[config.mk]
export PLATFORM = sky130hd
export DESIGN_NAME = video_frame_sequencer
export DESIGN_NICKNAME = d
export VERILOG_FILES = /design/src/rtl/video_seq_pkg.sv /design/src/rtl/video_geom_counter.sv /design/src/rtl/video_frame_sequencer.sv
export SDC_FILE = /design/constraint.sdc
export NUM_CORES = 1
export LEC_CHECK = 0
export CAP_MARGIN = 20
export CORE_ASPECT_RATIO = 0.75
export CORE_UTILIZATION = 49
export CTS_CLUSTER_SIZE = 25
export DETAILED_ROUTE_END_ITERATION = 8
export PLACE_DENSITY_LB_ADDON = 0.15
export SLEW_MARGIN = 20
export SYNTH_ARGS = -nofsm -noshare
export SYNTH_HDL_FRONTEND = slang
export SYNTH_SLANG_ARGS = --single-unit
[constraint.sdc]
create_clock -name clk -period 1.9 [get_ports clk]
set_input_delay 0.285 -clock clk [delete_from_list [all_inputs] [get_ports clk]]
set_output_delay 0.285 -clock clk [all_outputs]
set_load 0.02 [all_outputs]
[src/rtl/video_seq_pkg.sv]
// Shared state encoding, 1280x720 timing constants and a counter-width helper
// for the video frame sequencer.
package video_seq_pkg;

    typedef enum logic [2:0] {
        IDLE,
        KICK,
        WAIT_DONE,
        CHECK,
        GAP,
        DONE
    } state_t;

    localparam int H_TOTAL = 1650;
    localparam int V_TOTAL = 750;
    localparam int H_DISP  = 1280;
    localparam int V_DISP  = 720;

    // Bits needed to hold 0..n-1, never narrower than one bit.
    function automatic int cnt_w(input int n);
        return (n < 2) ? 1 : $clog2(n);
    endfunction

endpackage

[src/rtl/video_geom_counter.sv]
// Per-frame geometry counter: valid cycles (pixels) and valid rising edges (lines).
// Both counts saturate instead of wrapping.
module video_geom_counter #(
    parameter int PIX_W  = 21,
    parameter int LINE_W = 11
) (
    input  logic              clk,
    input  logic              rst,
    input  logic              clear,
    input  logic              en,
    input  logic              valid,
    output logic [PIX_W-1:0]  pixels,
    output logic [LINE_W-1:0] lines
);

    logic valid_q;

    always_ff @(posedge clk) begin
        if (rst || clear) begin
            pixels  <= '0;
            lines   <= '0;
            valid_q <= 1'b0;
        end else if (en) begin
            valid_q <= valid;
            if (valid && pixels != '1)
                pixels <= pixels + 1'b1;
            if (valid && !valid_q && lines != '1)
                lines <= lines + 1'b1;
        end
    end

endmodule

[src/rtl/video_frame_sequencer.sv]
// Frame sequencer: kicks the video source FRAME_NUM times with GAP_CYCLES between
// frames, with a done timeout. Define SEQ_GEOM_CHECK_EN to add per-frame geometry checking.
module video_frame_sequencer
    import video_seq_pkg::*;
#(
    parameter int FRAME_NUM  = 4,
    parameter int GAP_CYCLES = 16,
    parameter int TIMEOUT    = 1500000,
    parameter int EXP_PIXELS = 921600,
    parameter int EXP_LINES  = 720
) (
    input  logic        clk,
    input  logic        rst,
    input  logic        start,
    input  logic        abort,
    output logic        src_begin,
    input  logic        src_done,
    input  logic        src_vsync,
    input  logic        src_hsync,
    input  logic        src_valid,
    output logic        busy,
    output logic [15:0] frame_idx,
    output logic        seq_done,
    output logic        err_timeout,
    output logic        err_geom
);

    localparam int FW = cnt_w(FRAME_NUM + 1);
    localparam int TW = cnt_w(TIMEOUT);
    localparam int GW = cnt_w(GAP_CYCLES);

    state_t        state;
    logic [FW-1:0] frame_cnt;
    logic [TW-1:0] tmo_cnt;
    logic [GW-1:0] gap_cnt;

    assign frame_idx = 16'(frame_cnt);

    always_ff @(posedge clk) begin
        if (rst) begin
            state       <= IDLE;
            src_begin   <= 1'b0;
            busy        <= 1'b0;
            seq_done    <= 1'b0;
            err_timeout <= 1'b0;
            frame_cnt   <= '0;
            tmo_cnt     <= '0;
            gap_cnt     <= '0;
        end else if (abort) begin
            state     <= IDLE;
            src_begin <= 1'b0;
            busy      <= 1'b0;
            seq_done  <= 1'b0;
        end else begin
            // Pulses default low; transitions below raise them for the entered state.
            src_begin <= 1'b0;
            seq_done  <= 1'b0;
            case (state)
                IDLE: begin
                    if (start) begin
                        frame_cnt   <= '0;
                        err_timeout <= 1'b0;
                        busy        <= 1'b1;
                        src_begin   <= 1'b1;
                        state       <= KICK;
                    end
                end
                KICK: begin
                    tmo_cnt <= '0;
                    state   <= WAIT_DONE;
                end
                WAIT_DONE: begin
                    if (src_done) begin
                        state <= CHECK;
                    end else if (tmo_cnt == TW'(TIMEOUT - 1)) begin
                        err_timeout <= 1'b1;
                        busy        <= 1'b0;
                        state       <= IDLE;
                    end else begin
                        tmo_cnt <= tmo_cnt + 1'b1;
                    end
                end
                CHECK: begin
                    frame_cnt <= frame_cnt + 1'b1;
                    gap_cnt   <= '0;
                    if (frame_cnt == FW'(FRAME_NUM - 1)) begin
                        seq_done <= 1'b1;
                        state    <= DONE;
                    end else begin
                        state <= GAP;
                    end
                end
                GAP: begin
                    if (gap_cnt == GW'(GAP_CYCLES - 1)) begin
                        src_begin <= 1'b1;
                        state     <= KICK;
                    end else begin
                        gap_cnt <= gap_cnt + 1'b1;
                    end
                end
                DONE: begin
                    busy  <= 1'b0;
                    state <= IDLE;
                end
                default: begin
                    busy  <= 1'b0;
                    state <= IDLE;
                end
            endcase
        end
    end

`ifdef SEQ_GEOM_CHECK_EN
    // One extra bit keeps a saturated count distinct from the expected value.
    localparam int PW = $clog2(EXP_PIXELS + 1) + 1;
    localparam int LW = $clog2(EXP_LINES + 1) + 1;

    logic [PW-1:0] pixels;
    logic [LW-1:0] lines;
    logic          geom_bad;
    logic          unused_sync;

    assign unused_sync = src_vsync ^ src_hsync;

    video_geom_counter #(
        .PIX_W  (PW),
        .LINE_W (LW)
    ) u_geom (
        .clk    (clk),
        .rst    (rst),
        .clear  (state == KICK),
        .en     (state == WAIT_DONE),
        .valid  (src_valid),
        .pixels (pixels),
        .lines  (lines)
    );

    assign geom_bad = (pixels != PW'(EXP_PIXELS)) || (lines != LW'(EXP_LINES));

    always_ff @(posedge clk) begin
        if (rst)
            err_geom <= 1'b0;
        else if (abort)
            err_geom <= err_geom;
        else if (state == IDLE && start)
            err_geom <= 1'b0;
        else if (state == CHECK && geom_bad)
            err_geom <= 1'b1;
    end
`else
    logic unused_stream;

    assign unused_stream = src_vsync ^ src_hsync ^ src_valid;
    assign err_geom      = 1'b0;
`endif

endmodule

==> metrics.yaml <==
internal_power_w: 0.00112
critical_path_class: "register to register"
start_util_pct: 53.0
seq_area_frac_synth_pct: 34.7
hold_viol_final: 0
routed_wl_um: 5600
port_buffers: 11
routedWlPerCell_um: 15.7
area.growth.synth_to_final_pct: 30.4
p_seq_share_pct: 49.7
hold_class: "register to register"
grt_max_degree: 25
nets: 316
cp_top_family: "compound AO/OA/AOI/OAI gates"
dp_hpwl_um: 3900
dr.pass1.iters: 5
n_antenna_cell: 0
drtAntennaViolNets: 0
netlist_instances: 249
status: "finished clean"
switchingPower_w: 0.000372
crit_buf_inv: 2
top_usage_layer: "met2"
htreeDepth: 2
via_count: 2084
ys_warn_count: 0
worstSetupStartpointType: "register"
clock_path_buffers: 2
path_clk_slew_ns: 0.07
row_count: 19
antenna_found_initial: 0
grt_pass1_vias: 1837
max_freq_mhz: 528
setup_viol: 0
ys_seq_elements: 35
fillers: 305
grtUsageMet2_pct: 39.9
cts_made_buffers: 5
synth-async-reset-ratio_pct: 0
core_mm2: 0.00380
io-pin-count: 29
die_area_mm2: 0.00438
slowest_delay_ns: 0.40
fp.dieH_um: 57.6
cts_tree: "built"
clk_latency_ns: 0.29
path_max_fanout: 4
finalNonFillerCells: 357
gp_congestion: 0.857
synth_ff_type: "dfxtp_1"
p_sw_share_pct: 24.8
cts_root_buf: "clkbuf_8"
p_leak_nw: 1.01
min_period_ns: 1.89
grtUsageMet1_pct: 38.0
first_iter_violations: 157
met3_usage_pct: 5.12
fin_crit_sh_pct: 99.7
synth_cell_types: 52
fin_worst_skew_ns: 0.00743
path_cells: "ha_4 -> and4_4 -> nand3_4 -> buf_6 -> o32a_1 -> buf_4 -> a31oi_1 -> o21a_1"
post_drt_via_cell_ratio: 5.84
drv_slew: 0
pwr-share-clk_pct: 40.6
clock_sinks: 35
drv_cap: 0
peakVddDrop_mv: 0.463
grt-ovfl-total: 0
rsz0062_at_grt: "yes"
grt_pass1_wl_um: 8860
p_comb_share_pct: 9.7
whs_ns: 0.497
crit_required_ns: 2.14
crit_arrival_ns: 2.14
layout-drive-gt1-share_pct: 24.3
dp_cells: 345
grt_usage_pct: 26.2
syn_area_per_cell_um2: 8.10
die_w_um: 76.1
crit_path_end_kind: "register"
drcViolationCount: 0
power_density_mw_per_mm2: 569
cpMaxStageDelayCell: "o32a_1"
synth_edf_count: 0
netlist_area_mm2: 0.00202
==> synthesized netlist by cell type, types with 2 or more instances <==
library cell	count	area (um^2)
a311oi_1	3	26.3
and2_1	2	12.5
o31ai_1	5	37.5
a31oi_1	11	68.8
o211ai_1	7	52.6
inv_1	8	30.0
buf_4	14	105
clkbuf_1	6	22.5
buf_2	3	15.0
nand4_1	6	37.5
or3_1	4	25.0
ha_1	4	50.1
nor2_1	21	78.8
nor3_1	12	60.1
o32ai_1	2	17.5
and3_1	5	31.3
nor2b_1	4	25.0
o31a_1	2	17.5
a21oi_1	11	55.1
buf_6	2	22.5
o21ai_0	7	35.0
nand2_1	22	82.6
nand2b_1	3	18.8
dfxtp_1	35	701
mux2i_1	2	20.0
nand3_1	21	105
xor2_1	2	17.5
==> final timing paths <==
check                     end  slack (ns)   startpoint  cells after the start
setup reg to reg   tmo_cnt[8]       0.005   tmo_cnt[1]                      8
setup / recovery   tmo_cnt[8]       0.005   tmo_cnt[1]                      8
hold reg to reg   tmo_cnt[18]        0.50  tmo_cnt[18]                      1
hold / removal    tmo_cnt[18]        0.50  tmo_cnt[18]                      1
==> stage by stage <==
stage / instance area [um^2] / worst slack (ns) / util (%) / TNS (ns) / power, W
final: 2630 / 0.00523 / 69.1 / 0 / 0.00150
after global routing: 2630 / -0.0367 / 69.1 / -0.124 / 0.00154
after CTS: 2560 / 0.0146 / 67.3 / 0 / 0.00149
after detailed placement: 2430 / -0.183 / 63.8 / -2.55 / 0.000894
after global placement: 2430 / -0.143 / 63.8 / -1.99 / 0.000893
after floorplan: 2080 / 0.0213 / - / 0 / 0.000863
==> registers in the layout, indices dropped and copies added, names as in the netlist <==
register	cells
frame_cnt	3
err_timeout	1
seq_done	1
gap_cnt	4
busy	1
src_begin	1
tmo_cnt	21
state	3
==> area by class of cell <==
cell class | count | area [um^2] | share of cell area [%]
well taps | 52 | 65.1 | 2.47
flip-flops and latches | 35 | 703 | 26.7
repair buffers | 60 | 489 | 18.6
inverters | 8 | 30.0 | 1.14
multi-input cells | 194 | 1240 | 47.2
clock buffers | 8 | 100 | 3.81
==> cells by family after synthesis <==
logic type	count (synthesis)	share of synthesized area, %
multiplexers	2	0.993
buffers and inverters	33	9.68
other	1	0.186
AO/OA/AOI/OAI	63	23.3
adder cells (fa/ha/maj)	4	2.48
XOR/XNOR	2	0.869
flip-flops	35	34.7
AND/OR/NAND/NOR	109	27.8
==> per-layer routing <==
layer	up-vias	wire (um)
met3	9	386
li1	1010	-
met4	0	61
met5	-	0
met1	969	2810
met2	96	2340
==> layout by cell type (no fill, tap or decap), types with 2 or more instances in the layout <==
cell | Yosys | layout
dfxtp_2 | 0 | 2
o31a_1 | 2 | 2
a21oi_1 | 11 | 11
nor3_1 | 12 | 10
and3_1 | 5 | 5
ha_1 | 4 | 3
nor2_1 | 21 | 21
o31ai_1 | 5 | 5
mux2i_1 | 2 | 2
a311oi_2 | 0 | 3
a31oi_1 | 11 | 9
dfxtp_1 | 35 | 33
o32ai_1 | 2 | 2
nor3_2 | 0 | 2
nor2b_1 | 4 | 4
clkbuf_8 | 0 | 7
buf_4 | 14 | 46
xor2_1 | 2 | 2
inv_1 | 8 | 8
or3_1 | 4 | 3
and2_1 | 2 | 2
nand2_1 | 22 | 22
a31oi_2 | 0 | 2
clkdlybuf4s50_1 | 0 | 11
o211ai_1 | 7 | 7
nand4_1 | 6 | 6
o21ai_0 | 7 | 6
nand3_1 | 21 | 21
conb_1 | 1 | 14
nand2b_1 | 3 | 3
buf_6 | 2 | 3
==> power groups by stage <==
stage / Clock [W] / Combinational, W / Sequential, W
finish: 0.000608 / 0.000145 / 0.000744
global placement: 0 / 0.000134 / 0.000760
global route: 0.000645 / 0.000155 / 0.000744
detailed placement: 0 / 0.000134 / 0.000760
floorplan: 0 / 0.0000968 / 0.000767
CTS: 0.000614 / 0.000137 / 0.000743
==> timing repair <==
| item | in CTS | in global routing |
|---|---|---|
| gates resized for setup | 5 | 11 |
| setup endpoints to repair | 18 | 15 |
| setup buffers | 1 | 3 |
| pin swaps | 2 | 8 |
| hold buffers | 0 | 0 |
(Power assumes the default switching activity.)
